[config.mk]
export PLATFORM = sky130hd
export DESIGN_NAME = ps2_scan_fifo
export DESIGN_NICKNAME = d
export VERILOG_FILES = /design/src/rtl/ps2_scan_fifo.sv
export SDC_FILE = /design/constraint.sdc
export NUM_CORES = 1
export LEC_CHECK = 0
export CAP_MARGIN = 20
export CORE_ASPECT_RATIO = 1.75
export CORE_MARGIN = 2
export CORE_UTILIZATION = 45
export CTS_BUF_LIST = sky130_fd_sc_hd__clkbuf_4
export DETAILED_ROUTE_END_ITERATION = 10
export GPL_TIMING_DRIVEN = 0
export HOLD_SLACK_MARGIN = 0.1
export PLACE_DENSITY = 0.63
export SLEW_MARGIN = 5
export SYNTH_ARGS = -nofsm -noshare
export SYNTH_HDL_FRONTEND = slang
export SYNTH_SLANG_ARGS = --single-unit
export TNS_END_PERCENT = 100
[constraint.sdc]
create_clock -name CLOCK_50 -period 6.48 [get_ports CLOCK_50]
set_input_delay 1.296 -clock CLOCK_50 [delete_from_list [all_inputs] [get_ports CLOCK_50]]
set_output_delay 1.296 -clock CLOCK_50 [all_outputs]
set_load 0.02 [all_outputs]
[src/rtl/ps2_scan_fifo.sv]
// PS/2 keyboard front end: oversampled clock filter, frame checker, E0/F0 prefix folding
// and a show-ahead event FIFO with interrupt and error reporting, all in the CLOCK_50 domain.
`timescale 1ns/1ps
module ps2_scan_fifo #(
  parameter int FILTER_LEN     = 8,
  parameter int FIFO_DEPTH     = 8,
  parameter int TIMEOUT_CYCLES = 50000,
  parameter int REPORT_BREAK   = 1
) (
  input  logic                          CLOCK_50,
  input  logic                          reset,
  input  logic                          ps2_clk,
  input  logic                          ps2_data,
  input  logic                          rd_en,
  input  logic                          irq_ack,
  input  logic                          err_clr,
  output logic [15:0]                   rdata,
  output logic                          empty,
  output logic [$clog2(FIFO_DEPTH):0]   count,
  output logic                          irq,
  output logic                          overflow,
  output logic [7:0]                    err_cnt
);

  localparam int AW = $clog2(FIFO_DEPTH);
  localparam int CW = AW + 1;
  localparam int FW = $clog2(FILTER_LEN + 1);
  localparam int TW = $clog2(TIMEOUT_CYCLES + 1);

  typedef enum logic [1:0] {IDLE, DATA, PARITY, STOP} state_t;

  logic [1:0]    clk_sync, data_sync;
  logic          clk_s, data_s;
  logic [FW-1:0] filt_cnt;
  logic          filt_clk, filt_prev, strobe;

  state_t        state;
  logic [2:0]    bit_idx;
  logic [7:0]    shreg;
  logic          par_bit;
  logic [TW-1:0] timer;
  logic          byte_valid, err_evt;

  logic          ext_pend, brk_pend;
  logic          is_e0, is_f0, push, pop, full, do_push;
  logic [9:0]    entry;
  logic [9:0]    mem [FIFO_DEPTH];
  logic [AW-1:0] wr_ptr, rd_ptr;

  always_ff @(posedge CLOCK_50 or negedge reset) begin
    if (!reset) begin
      clk_sync  <= 2'b11;
      data_sync <= 2'b11;
    end else begin
      clk_sync  <= {clk_sync[0], ps2_clk};
      data_sync <= {data_sync[0], ps2_data};
    end
  end

  assign clk_s  = clk_sync[1];
  assign data_s = data_sync[1];

  // The filtered clock only flips after FILTER_LEN consecutive samples disagree with it.
  always_ff @(posedge CLOCK_50 or negedge reset) begin
    if (!reset) begin
      filt_cnt  <= '0;
      filt_clk  <= 1'b1;
      filt_prev <= 1'b1;
    end else begin
      filt_prev <= filt_clk;
      if (clk_s == filt_clk) begin
        filt_cnt <= '0;
      end else if (filt_cnt == FW'(FILTER_LEN - 1)) begin
        filt_clk <= clk_s;
        filt_cnt <= '0;
      end else begin
        filt_cnt <= filt_cnt + FW'(1);
      end
    end
  end

  assign strobe = filt_prev & ~filt_clk;

  always_ff @(posedge CLOCK_50 or negedge reset) begin
    if (!reset) begin
      state      <= IDLE;
      bit_idx    <= '0;
      shreg      <= '0;
      par_bit    <= 1'b0;
      timer      <= '0;
      byte_valid <= 1'b0;
      err_evt    <= 1'b0;
    end else begin
      byte_valid <= 1'b0;
      err_evt    <= 1'b0;
      if (strobe) begin
        timer <= '0;
        case (state)
          IDLE: begin
            if (!data_s) begin
              state   <= DATA;
              bit_idx <= '0;
            end else begin
              err_evt <= 1'b1;
            end
          end
          DATA: begin
            shreg   <= {data_s, shreg[7:1]};
            bit_idx <= bit_idx + 3'd1;
            if (bit_idx == 3'd7) state <= PARITY;
          end
          PARITY: begin
            par_bit <= data_s;
            state   <= STOP;
          end
          default: begin
            if (data_s && ((^shreg) ^ par_bit)) byte_valid <= 1'b1;
            else                                err_evt    <= 1'b1;
            state <= IDLE;
          end
        endcase
      end else if (state != IDLE) begin
        // Abandon a stalled frame so the next one starts cleanly.
        if (timer == TW'(TIMEOUT_CYCLES - 1)) begin
          state   <= IDLE;
          err_evt <= 1'b1;
          timer   <= '0;
        end else begin
          timer <= timer + TW'(1);
        end
      end
    end
  end

  assign is_e0 = (shreg == 8'hE0);
  assign is_f0 = (shreg == 8'hF0);
  assign entry = {brk_pend, ext_pend, shreg};
  assign push  = byte_valid && !is_e0 && !is_f0 && ((REPORT_BREAK != 0) || !brk_pend);

  always_ff @(posedge CLOCK_50 or negedge reset) begin
    if (!reset) begin
      ext_pend <= 1'b0;
      brk_pend <= 1'b0;
    end else if (err_evt) begin
      ext_pend <= 1'b0;
      brk_pend <= 1'b0;
    end else if (byte_valid) begin
      if (is_e0) begin
        ext_pend <= 1'b1;
      end else if (is_f0) begin
        brk_pend <= 1'b1;
      end else begin
        ext_pend <= 1'b0;
        brk_pend <= 1'b0;
      end
    end
  end

  assign empty   = (count == '0);
  assign full    = (count == CW'(FIFO_DEPTH));
  assign pop     = rd_en && !empty;
  // A simultaneous pop frees the slot, so a push into a full FIFO is still accepted.
  assign do_push = push && (!full || pop);
  assign rdata   = empty ? 16'h0000 : {6'b0, mem[rd_ptr]};

  always_ff @(posedge CLOCK_50) begin
    if (do_push) mem[wr_ptr] <= entry;
  end

  always_ff @(posedge CLOCK_50 or negedge reset) begin
    if (!reset) begin
      wr_ptr   <= '0;
      rd_ptr   <= '0;
      count    <= '0;
      irq      <= 1'b0;
      overflow <= 1'b0;
      err_cnt  <= '0;
    end else begin
      if (do_push) wr_ptr <= wr_ptr + AW'(1);
      if (pop)     rd_ptr <= rd_ptr + AW'(1);
      case ({do_push, pop})
        2'b10:   count <= count + CW'(1);
        2'b01:   count <= count - CW'(1);
        default: count <= count;
      endcase

      if (do_push)      irq <= 1'b1;
      else if (irq_ack) irq <= 1'b0;

      if (push && !do_push) overflow <= 1'b1;
      else if (err_clr)     overflow <= 1'b0;

      if (err_evt)      err_cnt <= err_clr ? 8'd1 : ((err_cnt == 8'hFF) ? 8'hFF : err_cnt + 8'd1);
      else if (err_clr) err_cnt <= '0;
    end
  end

endmodule
==> metrics.yaml <==
placed_design:
  port_buffers: 30
  place_congestion: 0.9055
  place_area_sq_um: 7111
  hpwl_microns: 9046
  dp.cells: 683
floorplanning:
  die_w_microns: 94.81
  rows: 58
  coreArea_sq_um: 14220
  die-area_sq_um: 15440
  start_util_pct: 45.65
  boundaryPins: 38
  die-height_microns: 162.9
drt:
  wirelength_microns: 12800
  final_antenna_net_count: 0
  routed-via-count: 4007
  drt-initial-drc-count: 201
  via_per_inst: 5.581
  drc_errors: 0
  drt-pass1-iter-count: 4
  avgRoutedWirePerCell_microns: 17.83
worst_setup_path:
  path_cells: "nor4_1, clkbuf_1, clkdlybuf4s50_1"
  arrival_ns: 2.80
  cp_top_family: "buffers and inverters"
  critPathCaptureType: "output pin"
  critPathRequiredTime_ns: 5.18
  worstPathMaxFanout: 10
  critPathSlowestCell: "clkdlybuf4s50_1"
  critPathKind: "flop to output pin"
  cp-start-kind: "flop"
  crit_buf_inv: 2
  crit_path_max_incr_delay_ns: 0.71
power:
  cellPowerDensity_nw_per_um2: 328.8
  power_leakage_uw: 0.002831
  peakVddDrop_mv: 0.1323
sta:
  finalSetupViolations: 0
  finalCriticalPeriod_ns: 4.095
  hold_viol_final: 0
  setup_tns_ns: 0
  grt_setup_unrepaired: "no"
  worst_pin_slew_ns: 1.050
  clock_skew_ns: 0.01824
  relSlewSlack_pct: 29.77
  finalCritPeriodShare_pct: 63.19
  slew_viol_final: 0
  max_freq_ghz: 0.2442
cts:
  path_clk_slew_ns: 0.13
  cts-root-buf: "clkbuf_4"
  clockBufferDepth: 2
  cts_buffers: 17
  cts.htree.levels: 4
  post_cts_resized: 0
  cts_tree: "done"
  cts_setup_buffers: 0
  clock_sinks: 144
  cts-hold-fix-buffers: 0
  insertion_delay_ns: 0.54
logic_synthesis:
  yosysWarnings: 0
  synth_compound_gate_area_share_pct: 6.281
  netlist_instances: 463
  synth_xor_area_share_pct: 3.044
  synth_ff_type: "edfxtp_1"
  synth_top_family_by_area: "simple AND/OR/NAND/NOR gates"
  yosys.area_share.adder_pct: 3.661
  async_flop_share_pct: 44.44
  yosysUniqueCellTypes: 64
  synthSimpleGateAreaFrac_pct: 11.39
  synth_edf_count: 80
  yosysSeqAreaShare_pct: 61.77
  synth.area.mux_share_pct: 10.52
  synth-seq-cells: 144
  synth_area_per_cell_sq_um: 14.03
  syn_area_sq_um: 6494
global_route:
  grt_pass1_wl_microns: 21300
  grtUsageTotal_pct: 18.33
  grt_max_degree: 65
  antenna_found_initial: 1
  grt_pass1_vias: 4183
  gr-total-overflow: 0
outcome:
  outcome: "completed"
layout:
  final_util_pct: 52.25
  nets: 550
  finalInstanceArea_sq_um: 7432
  drive_above_1_share_pct: 19.74
  layout.cells.non_filler: 718
  syn2layout_area_growth_pct: 14.45
job:
  drv_cap: 0
hold_path:
  holdCritPathClass: "flop to flop"
==> report_power, final <==
group          total, uW  internal (uW)  switching [uW]
clock network        603            243             360
logic                714            336             379
registers           1130           1040            86.7
==> worst reg2reg max path: stages, from the launching register on <==
cell and delay, ns:
dfrtp_1 0.57, inv_1 0.11, ha_1 0.26, nor2_1 0.23, o221ai_4 0.24, or2_2 0.39, nor2_1 0.82
==> area by class of cell <==
type                       count  area (sq um)
multi-input combinational    285          2315
sequential                   144          4011
antenna                        1         2.502
timing repair buffer          37         365.4
buffer                        21         145.1
tap                          180         225.2
inverter                      18         67.56
fill                        1272          6792
clock inverter                15         172.7
clock buffer                  17         127.6
==> registers in the layout, summed over array words and instances, names as in the netlist, 2 cells and up <==
signal / cells
clk_sync: 2
bit_idx: 3
filt_cnt: 4
mem: 80
rd_ptr: 3
shreg: 8
data_sync: 2
timer: 16
state: 2
wr_ptr: 3
count: 4
err_cnt: 8
==> through the flow <==
step	hold WS, ns	worst slack [ns]	power, uW
after CTS	0.3678	2.294	2479
after floorplan	0.3452	3.389	1638
after detailed placement	0.3487	2.536	1877
after global routing	0.3722	2.152	2584
final	0.3654	2.385	2444
after global placement	0.3474	1.933	1852
==> logic make-up after synthesis <==
group,after synthesis
XOR/XNOR,21
flip-flops,144
AO/OA/AOI/OAI,59
multiplexers,42
other,1
AND/OR/NAND/NOR,138
adder cells (fa/ha/maj),19
buffers and inverters,39
==> synth_stat cells, types with 4 or more instances <==
library cell	instances	area share (%)
a21oi_1	11	0.85
a31oi_1	10	0.96
buf_4	7	0.81
buf_6	5	0.87
clkbuf_1	6	0.35
dfrtp_1	58	22
dfstp_2	6	2.4
edfxtp_1	80	37
ha_1	19	3.7
inv_1	18	1.0
mux2_2	10	1.7
mux2i_1	12	1.8
mux4_2	20	6.9
nand2_1	23	1.3
nand2b_1	5	0.48
nand3_1	14	1.1
nand3b_1	6	0.69
nand4_1	8	0.77
nor2_1	40	2.3
nor3_1	11	0.85
nor4_1	4	0.39
o21ai_0	13	1.0
xnor2_1	15	2.0
xor2_1	5	0.67
==> placed cells by master (no fill, tap or decap), types with 3 or more instances in the layout <==
master            n
o21ai_0          13
a31oi_1          10
xor2_1            5
nor2_1           40
nor4_1            3
clkbuf_4         17
or4_1             3
nor2b_1           3
and4_1            3
nand3b_1          6
inv_8             3
edfxtp_1         80
buf_6             9
nand2_1          23
dfrtp_1          58
mux4_2           20
xnor2_1          15
a211oi_1          3
nand2b_1          5
inv_1            18
a2111oi_0         3
mux2i_1          12
conb_1            6
nand4_1           8
a21oi_1          11
mux2_2           10
nor3_2            4
inv_6             6
ha_1             19
dfstp_2           6
nor3_1            7
clkbuf_1          6
nand3_1          14
buf_4            11
clkdlybuf4s50_1  29
==> metal layers <==
metal / GRT usage [%] / routed length [microns] / part of all wire, %
met1: 20.08 / 4938 / 39
met2: 33.46 / 7219 / 56
met3: 4.442 / 323 / 2.5
met4: 6.983 / 320 / 2.5
met5: 0 / 0 / 0
==> worst paths after layout <==
check,from,end,slack (ns),cells after the start
worst min-delay path,clk_sync[0]$_DFF_PN1_,clk_sync[1]$_DFF_PN1_,0.37,0
max in group asynchronous,reset,timer[12]$_DFFE_PN0N_,5.10,1
worst min register to register,clk_sync[0]$_DFF_PN1_,clk_sync[1]$_DFF_PN1_,0.37,0
worst max register to register,shreg[4]$_DFFE_PN0P_,mem[7][7]$_DFFE_PP_,3.49,6
worst max-delay path,count[1]$_DFFE_PN0P_,empty,2.39,3
min in group asynchronous,reset,err_cnt[6]$_DFFE_PN0P_,0.83,1
No activity file was read; power rests on OpenSTA's default activity.
